<file path="config.mk">
export PLATFORM = sky130hd
export DESIGN_NAME = prime_stream_flat
export DESIGN_NICKNAME = d
export VERILOG_FILES = /design/src/rtl/primogen_pkg.sv /design/src/rtl/prime_stream_if.sv /design/src/rtl/sync_fifo.sv /design/src/rtl/prime_stream.sv /design/src/flat_wrapper.sv
export SDC_FILE = /design/constraint.sdc
export NUM_CORES = 1
export LEC_CHECK = 0
export CORE_MARGIN = 1
export CORE_UTILIZATION = 55
export CTS_CLUSTER_SIZE = 16
export DETAILED_ROUTE_END_ITERATION = 10
export GPL_TIMING_DRIVEN = 0
export PLACE_DENSITY = 0.78
export SYNTH_ARGS = -nofsm -noshare
export SYNTH_HDL_FRONTEND = slang
export SYNTH_SLANG_ARGS = --single-unit
</file>
<file path="constraint.sdc">
create_clock -name clk -period 4.25 [get_ports clk]
set_clock_uncertainty 0.15 [all_clocks]
set_input_delay 0.85 -clock clk [delete_from_list [all_inputs] [get_ports clk]]
set_output_delay 0.85 -clock clk [all_outputs]
set_load 0.02 [all_outputs]
</file>
<file path="src/rtl/primogen_pkg.sv">
// rtl/primogen_pkg.sv - shared FSM encodings and default width for the prime stream sequencer
package primogen_pkg;

    localparam int DEFAULT_WIDTH = 16;

    typedef enum logic [2:0] {
        ST_IDLE     = 3'd0,
        ST_ISSUE    = 3'd1,
        ST_WAIT_ACK = 3'd2,
        ST_WAIT_RES = 3'd3,
        ST_DONE     = 3'd4,
        ST_ERR      = 3'd5
    } state_t;

endpackage

</file>
<file path="src/rtl/prime_stream_if.sv">
// rtl/prime_stream_if.sv - valid/ready output stream carrying captured primes
interface prime_stream_if #(
    parameter int WIDTH = 16
);
    logic             out_valid;
    logic             out_ready;
    logic [WIDTH-1:0] out_data;

    modport master (
        output out_valid,
        output out_data,
        input  out_ready
    );

    modport slave (
        input  out_valid,
        input  out_data,
        output out_ready
    );
endinterface

</file>
<file path="src/rtl/sync_fifo.sv">
// rtl/sync_fifo.sv - registered synchronous FIFO with extra pointer bit for full/empty
module sync_fifo #(
    parameter int WIDTH = 16,
    parameter int DEPTH = 4
) (
    input  logic             clk,
    input  logic             rst,
    input  logic             push,
    input  logic [WIDTH-1:0] push_data,
    input  logic             pop,
    output logic             full,
    output logic             empty,
    output logic [WIDTH-1:0] head
);
    localparam int AW = $clog2(DEPTH);

    logic [AW:0]      r_wr_ptr;
    logic [AW:0]      r_rd_ptr;
    logic [WIDTH-1:0] r_mem [DEPTH];
    logic             w_pop_ok;
    logic             w_push_ok;

    assign empty     = (r_wr_ptr == r_rd_ptr);
    assign full      = (r_wr_ptr[AW] != r_rd_ptr[AW]) &&
                       (r_wr_ptr[AW-1:0] == r_rd_ptr[AW-1:0]);
    assign w_pop_ok  = pop && !empty;
    // A simultaneous pop frees the slot, so a push into a full FIFO is legal then.
    assign w_push_ok = push && (!full || w_pop_ok);
    assign head      = r_mem[r_rd_ptr[AW-1:0]];

    // Storage and pointers; storage is cleared so the head reads zero out of reset.
    always_ff @(posedge clk) begin
        if (rst) begin
            r_wr_ptr <= '0;
            r_rd_ptr <= '0;
            for (int i = 0; i < DEPTH; i++) begin
                r_mem[i] <= '0;
            end
        end else begin
            if (w_push_ok) begin
                r_mem[r_wr_ptr[AW-1:0]] <= push_data;
                r_wr_ptr                <= r_wr_ptr + 1'b1;
            end
            if (w_pop_ok) begin
                r_rd_ptr <= r_rd_ptr + 1'b1;
            end
        end
    end
endmodule

</file>
<file path="src/rtl/prime_stream.sv">
// rtl/prime_stream.sv - sequences primegen requests and buffers primes into an output stream
module prime_stream
    import primogen_pkg::*;
#(
    parameter int WIDTH = DEFAULT_WIDTH,
    parameter int DEPTH = 4
) (
    input  logic                 clk,
    input  logic                 rst,
    input  logic                 enable,
    output logic                 gen_go,
    input  logic                 gen_ready,
    input  logic                 gen_error,
    input  logic [WIDTH-1:0]     gen_res,
    prime_stream_if.master       strm,
    output logic                 done,
    output logic                 error,
    output logic [WIDTH-1:0]     count
);
    state_t           r_state;
    state_t           w_next;
    logic             r_gen_go;
    logic             r_done;
    logic             r_error;
    logic [WIDTH-1:0] r_last;
    logic [WIDTH-1:0] r_count;

    logic             w_start;
    logic             w_push;
    logic             w_set_done;
    logic             w_set_err;
    logic             w_full;
    logic             w_empty;
    logic             w_pop;
    logic [WIDTH-1:0] w_head;

    assign gen_go         = r_gen_go;
    assign done           = r_done;
    assign error          = r_error;
    assign count          = r_count;
    assign strm.out_valid = !w_empty;
    assign strm.out_data  = w_head;
    assign w_pop          = !w_empty && strm.out_ready;

    sync_fifo #(
        .WIDTH (WIDTH),
        .DEPTH (DEPTH)
    ) u_fifo (
        .clk       (clk),
        .rst       (rst),
        .push      (w_push),
        .push_data (gen_res),
        .pop       (w_pop),
        .full      (w_full),
        .empty     (w_empty),
        .head      (w_head)
    );

    // Next-state logic; a capture that does not exceed the last prime means the generator wrapped.
    always_comb begin
        w_next     = r_state;
        w_start    = 1'b0;
        w_push     = 1'b0;
        w_set_done = 1'b0;
        w_set_err  = 1'b0;
        case (r_state)
            ST_IDLE: begin
                if (enable && !w_full && !r_done && !r_error) begin
                    w_next  = ST_ISSUE;
                    w_start = 1'b1;
                end
            end
            ST_ISSUE: begin
                w_next = ST_WAIT_ACK;
            end
            ST_WAIT_ACK: begin
                if (!gen_ready) begin
                    w_next = ST_WAIT_RES;
                end
            end
            ST_WAIT_RES: begin
                if (gen_error) begin
                    w_next    = ST_ERR;
                    w_set_err = 1'b1;
                end else if (gen_ready) begin
                    if (gen_res <= r_last) begin
                        w_next     = ST_DONE;
                        w_set_done = 1'b1;
                    end else begin
                        w_next = ST_IDLE;
                        w_push = 1'b1;
                    end
                end
            end
            ST_DONE: begin
                w_next = ST_DONE;
            end
            ST_ERR: begin
                w_next = ST_ERR;
            end
            default: begin
                w_next = ST_IDLE;
            end
        endcase
    end

    // State, go pulse and capture bookkeeping; go is registered so it is high exactly during ISSUE.
    always_ff @(posedge clk) begin
        if (rst) begin
            r_state  <= ST_IDLE;
            r_gen_go <= 1'b0;
            r_done   <= 1'b0;
            r_error  <= 1'b0;
            r_last   <= '0;
            r_count  <= '0;
        end else begin
            r_state  <= w_next;
            r_gen_go <= w_start;
            if (w_set_done) begin
                r_done <= 1'b1;
            end
            if (w_set_err) begin
                r_error <= 1'b1;
            end
            if (w_push) begin
                r_last <= gen_res;
                if (r_count != '1) begin
                    r_count <= r_count + 1'b1;
                end
            end
        end
    end
endmodule

</file>
<file path="src/flat_wrapper.sv">
// flat-port wrapper written by rule: the top's interface ports become plain ports
module prime_stream_flat import primogen_pkg::*;
#(
    parameter int WIDTH = DEFAULT_WIDTH,
    parameter int DEPTH = 4
)
  (clk, rst, enable, gen_go, gen_ready, gen_error, gen_res, done, error, count, strm_out_valid, strm_out_data, strm_out_ready);
  prime_stream_if #(.WIDTH(WIDTH)) strm_i ();
  input  logic clk;
  input  logic rst;
  input  logic enable;
  output logic gen_go;
  input  logic gen_ready;
  input  logic gen_error;
  input  logic [WIDTH-1:0] gen_res;
  output logic done;
  output logic error;
  output logic [WIDTH-1:0] count;
  output wire logic [$bits(strm_i.out_valid)-1:0] strm_out_valid;
  output wire logic [$bits(strm_i.out_data)-1:0] strm_out_data;
  input wire logic [$bits(strm_i.out_ready)-1:0] strm_out_ready;
  assign strm_out_valid = strm_i.out_valid;
  assign strm_out_data = strm_i.out_data;
  assign strm_i.out_ready = strm_out_ready;
  prime_stream #(.WIDTH(WIDTH), .DEPTH(DEPTH)) u_core (.clk(clk), .rst(rst), .enable(enable), .gen_go(gen_go), .gen_ready(gen_ready), .gen_error(gen_error), .gen_res(gen_res), .strm(strm_i), .done(done), .error(error), .count(count));
endmodule
</file>
==> flow_summary.ini <==
[outcome]
outcome = finished clean

[place]
port_buffers = 56
gp_congestion = 0.802
placed_area_um2 = 6030
place_hpwl_mm = 8.47

[yosys]
synth_area_per_cell_um2 = 11.4
yosys_warnings = 0
synth_compound_area_share_pct = 8.18
async_flop_share_pct = 0
synthFlopType = edfxtp_1
synth-xor-area-share_pct = 0.825
yosysSeqAreaShare_pct = 53.5
postSynthCellCount = 466
synth-simple-area-share_pct = 20.7
synth_nets = 507
synthMuxAreaShare_pct = 8.65
synth-adder-area-share_pct = 4.48
synth_seq_cells = 110
synth_top_family_by_area = simple AND/OR/NAND/NOR gates
ys_types = 50
synth_edf_count = 64
synth.cell_area_um2 = 5310

[power]
swShare_pct = 23.8
power.internal_mw = 1.48
leakagePower_nw = 2.33
p_comb_share_pct = 7.4
clkPwrFrac_pct = 33.0
peakVddDrop_mv = 0.166
pwr-share-seq_pct = 59.6
p_sw_mw = 0.463
pwr_density_cell_nw_per_um2 = 313

[worst_setup_path]
max_stage_delay_ns = 0.70
path_max_fanout = 16
endpoint_kind = register
crit_type = input port to register
path_common_cell = nor3_2
critPathSlowestCell = a21o_1
ff2ff_path_depth = 7
path_cells = clkdlybuf4s50_1 -> ha_1 -> nand4_2 -> a2111oi_4 -> nor3_2 -> nor3_2 -> a21o_1
cp.required_ns = 4.11
path_delay_family = compound AO/OA/AOI/OAI gates
cp.depth = 7
cp-start-kind = input port
worstPathArrival_ns = 3.82
worst-path-buf-inv = 1

[cts]
insertion_delay_ns = 0.37
cts.htree.levels = 3
postCtsHoldBufs = 0
cts_root_buf = clkbuf_8
tritoncts = yes
post_cts_resized = 0
cts.clk_slew.worst_paths_ns = 0.10
numClockSinks = 110
post_cts_buffers = 0
numCtsBuffers = 9
clk_path_buf_depth = 2

[timing]
relSlewSlack_pct = 48.5
post-route-period-util_pct = 93.1
slew_violations = 0
rsz0062_at_grt = false
tightest_slew_ns = 0.773
final.setup.tns_ns = 0
setup_viol = 0
max_freq_mhz = 253
final_hold_viol_count = 0
period_needed_ns = 3.96

[grt]
grt_max_degree = 19
groute.usage.overall_pct = 25.9
antenna_found_initial = 0
grt-ovfl-total = 0
grt_pass1_wl_mm = 19.7
grt_pass1_vias = 4029

[job]
max_cap_violations = 0

[drt]
drt_iter0_drc = 198
dr_wl_met3_um = 475
m1WireLength_mm = 5.03
antenna_left = 0
firstDrtPassIters = 5
wirelength_mm = 12.1
top_layer = met4
wl_met2_mm = 6.40
avgRoutedWirePerCell_um = 18.2
vias = 3958
viasPerCell = 5.94
drc = 0

[hold_path]
hold_path_depth = 2
hold_path_class = register to register

[finish]
multi_input_area_um2 = 2270
final_cell_mix = 64 x edfxtp_1, 56 x clkdlybuf4s50_1, 49 x nand2_1, 49 x and3_1, 46 x dfxtp_1
final_layout_size_suffix_gt1_share_pct = 10.8
final_area_um2 = 6230
area_growth_pct = 17.3
fill_cells = 730
diodes = 0
final_common_cell = edfxtp_1
num-nets-final = 574
seq_area_um2 = 2840

[floorplanning]
start_util_pct = 57.2
die_width_um = 100
io_pins = 58
rows = 35
core_um2 = 9280
die_area_um2 = 10100
die_y_um = 100
[metrics by stage]
step / setup WS, ns / total power [mW] / hold slack, ns / instances / util [%]
5_1_grt: 0.161 / 2.01 / 0.336 / 666 / 67.1
6_report: 0.293 / 1.95 / 0.313 / 666 / 67.1
3_5_place_dp: -0.0801 / 1.33 / 0.299 / 651 / 65.0
3_3_place_gp: -0.0265 / 1.32 / 0.292 / 651 / 65.0
2_1_floorplan: 1.03 / 1.26 / 0.286 / 466 / -
4_1_cts: 0.317 / 1.95 / 0.313 / 666 / 67.1
[worst paths after layout]
path / start / endpoint / slack, ns
worst max register to register: u_core.r_last[13] / u_core.u_fifo.r_mem[0][7] / 0.97
worst max-delay path: gen_res[15] / u_core.u_fifo.r_mem[0][7] / 0.29
worst min-delay path: u_core.r_last[8] / u_core.r_last[8] / 0.31
worst min register to register: u_core.r_last[8] / u_core.r_last[8] / 0.31
[final cells by class]
type	instances	area share [%]
Tap cell	129	2.59
Inverter	21	1.27
Clock inverter	6	1.15
Multi-Input combinational cell	310	36.5
Sequential cell	110	45.7
Buffer	25	1.83
Clock buffer	9	1.99
Timing Repair Buffer	56	9.00
[sequential cells by signal (all words and copies together) (netlist names), named ones only]
| name | flops |
|---|---|
| u_core.count | 16 |
| u_core.done | 1 |
| u_core.error | 1 |
| u_core.gen_go | 1 |
| u_core.r_last | 16 |
| u_core.r_state | 3 |
| u_core.u_fifo.r_mem | 64 |
| u_core.u_fifo.r_rd_ptr | 3 |
| u_core.u_fifo.r_wr_ptr | 3 |
[power by group through the flow]
stage	Sequential (mW)	Combinational (mW)	Clock, mW
floorplan	1.18	0.0752	0
global placement	1.18	0.139	0
detailed placement	1.18	0.144	0
CTS	1.16	0.145	0.645
global route	1.16	0.157	0.689
finish	1.16	0.144	0.643
[tightest hold or removal path: stages, from the launching register on]
cell and delay, ns:
dfxtp_1 0.32, nand2_1 0.05, a21oi_1 0.05
[synthesized netlist by cell type, types with 3 or more instances]
master | count | area share, %
nor2b_1 | 11 | 1.3
a21oi_1 | 36 | 3.4
and4_1 | 4 | 0.66
dfxtp_1 | 46 | 17
a31oi_1 | 3 | 0.35
clkbuf_2 | 5 | 0.47
nand4_1 | 5 | 0.59
edfxtp_1 | 64 | 36
o21ai_0 | 7 | 0.66
or3_1 | 3 | 0.35
nand3_1 | 8 | 0.75
nor3_1 | 3 | 0.28
inv_1 | 21 | 1.5
xnor2_1 | 3 | 0.49
and3_1 | 49 | 5.8
nor2_1 | 20 | 1.4
a21o_1 | 5 | 0.71
clkbuf_1 | 15 | 1.1
nor4_1 | 4 | 0.47
and2_1 | 16 | 1.9
mux4_2 | 16 | 6.8
o31ai_1 | 6 | 0.85
or4_1 | 7 | 0.99
mux2_2 | 7 | 1.5
nand2_1 | 49 | 3.5
ha_1 | 19 | 4.5
[layer usage]
metal	vias up	GRT usage (%)
met4	0	9.92
met3	27	4.18
met5	-	0
li1	1852	-
met1	1961	31.0
met2	118	46.6
[cells by family after synthesis]
family / after synthesis
compound gates: 68
simple gates: 193
mux: 25
flops: 110
fa+ha+maj: 19
xor+xnor: 5
buf+inv: 46
Note: power is estimated with default switching activity, not from simulation.
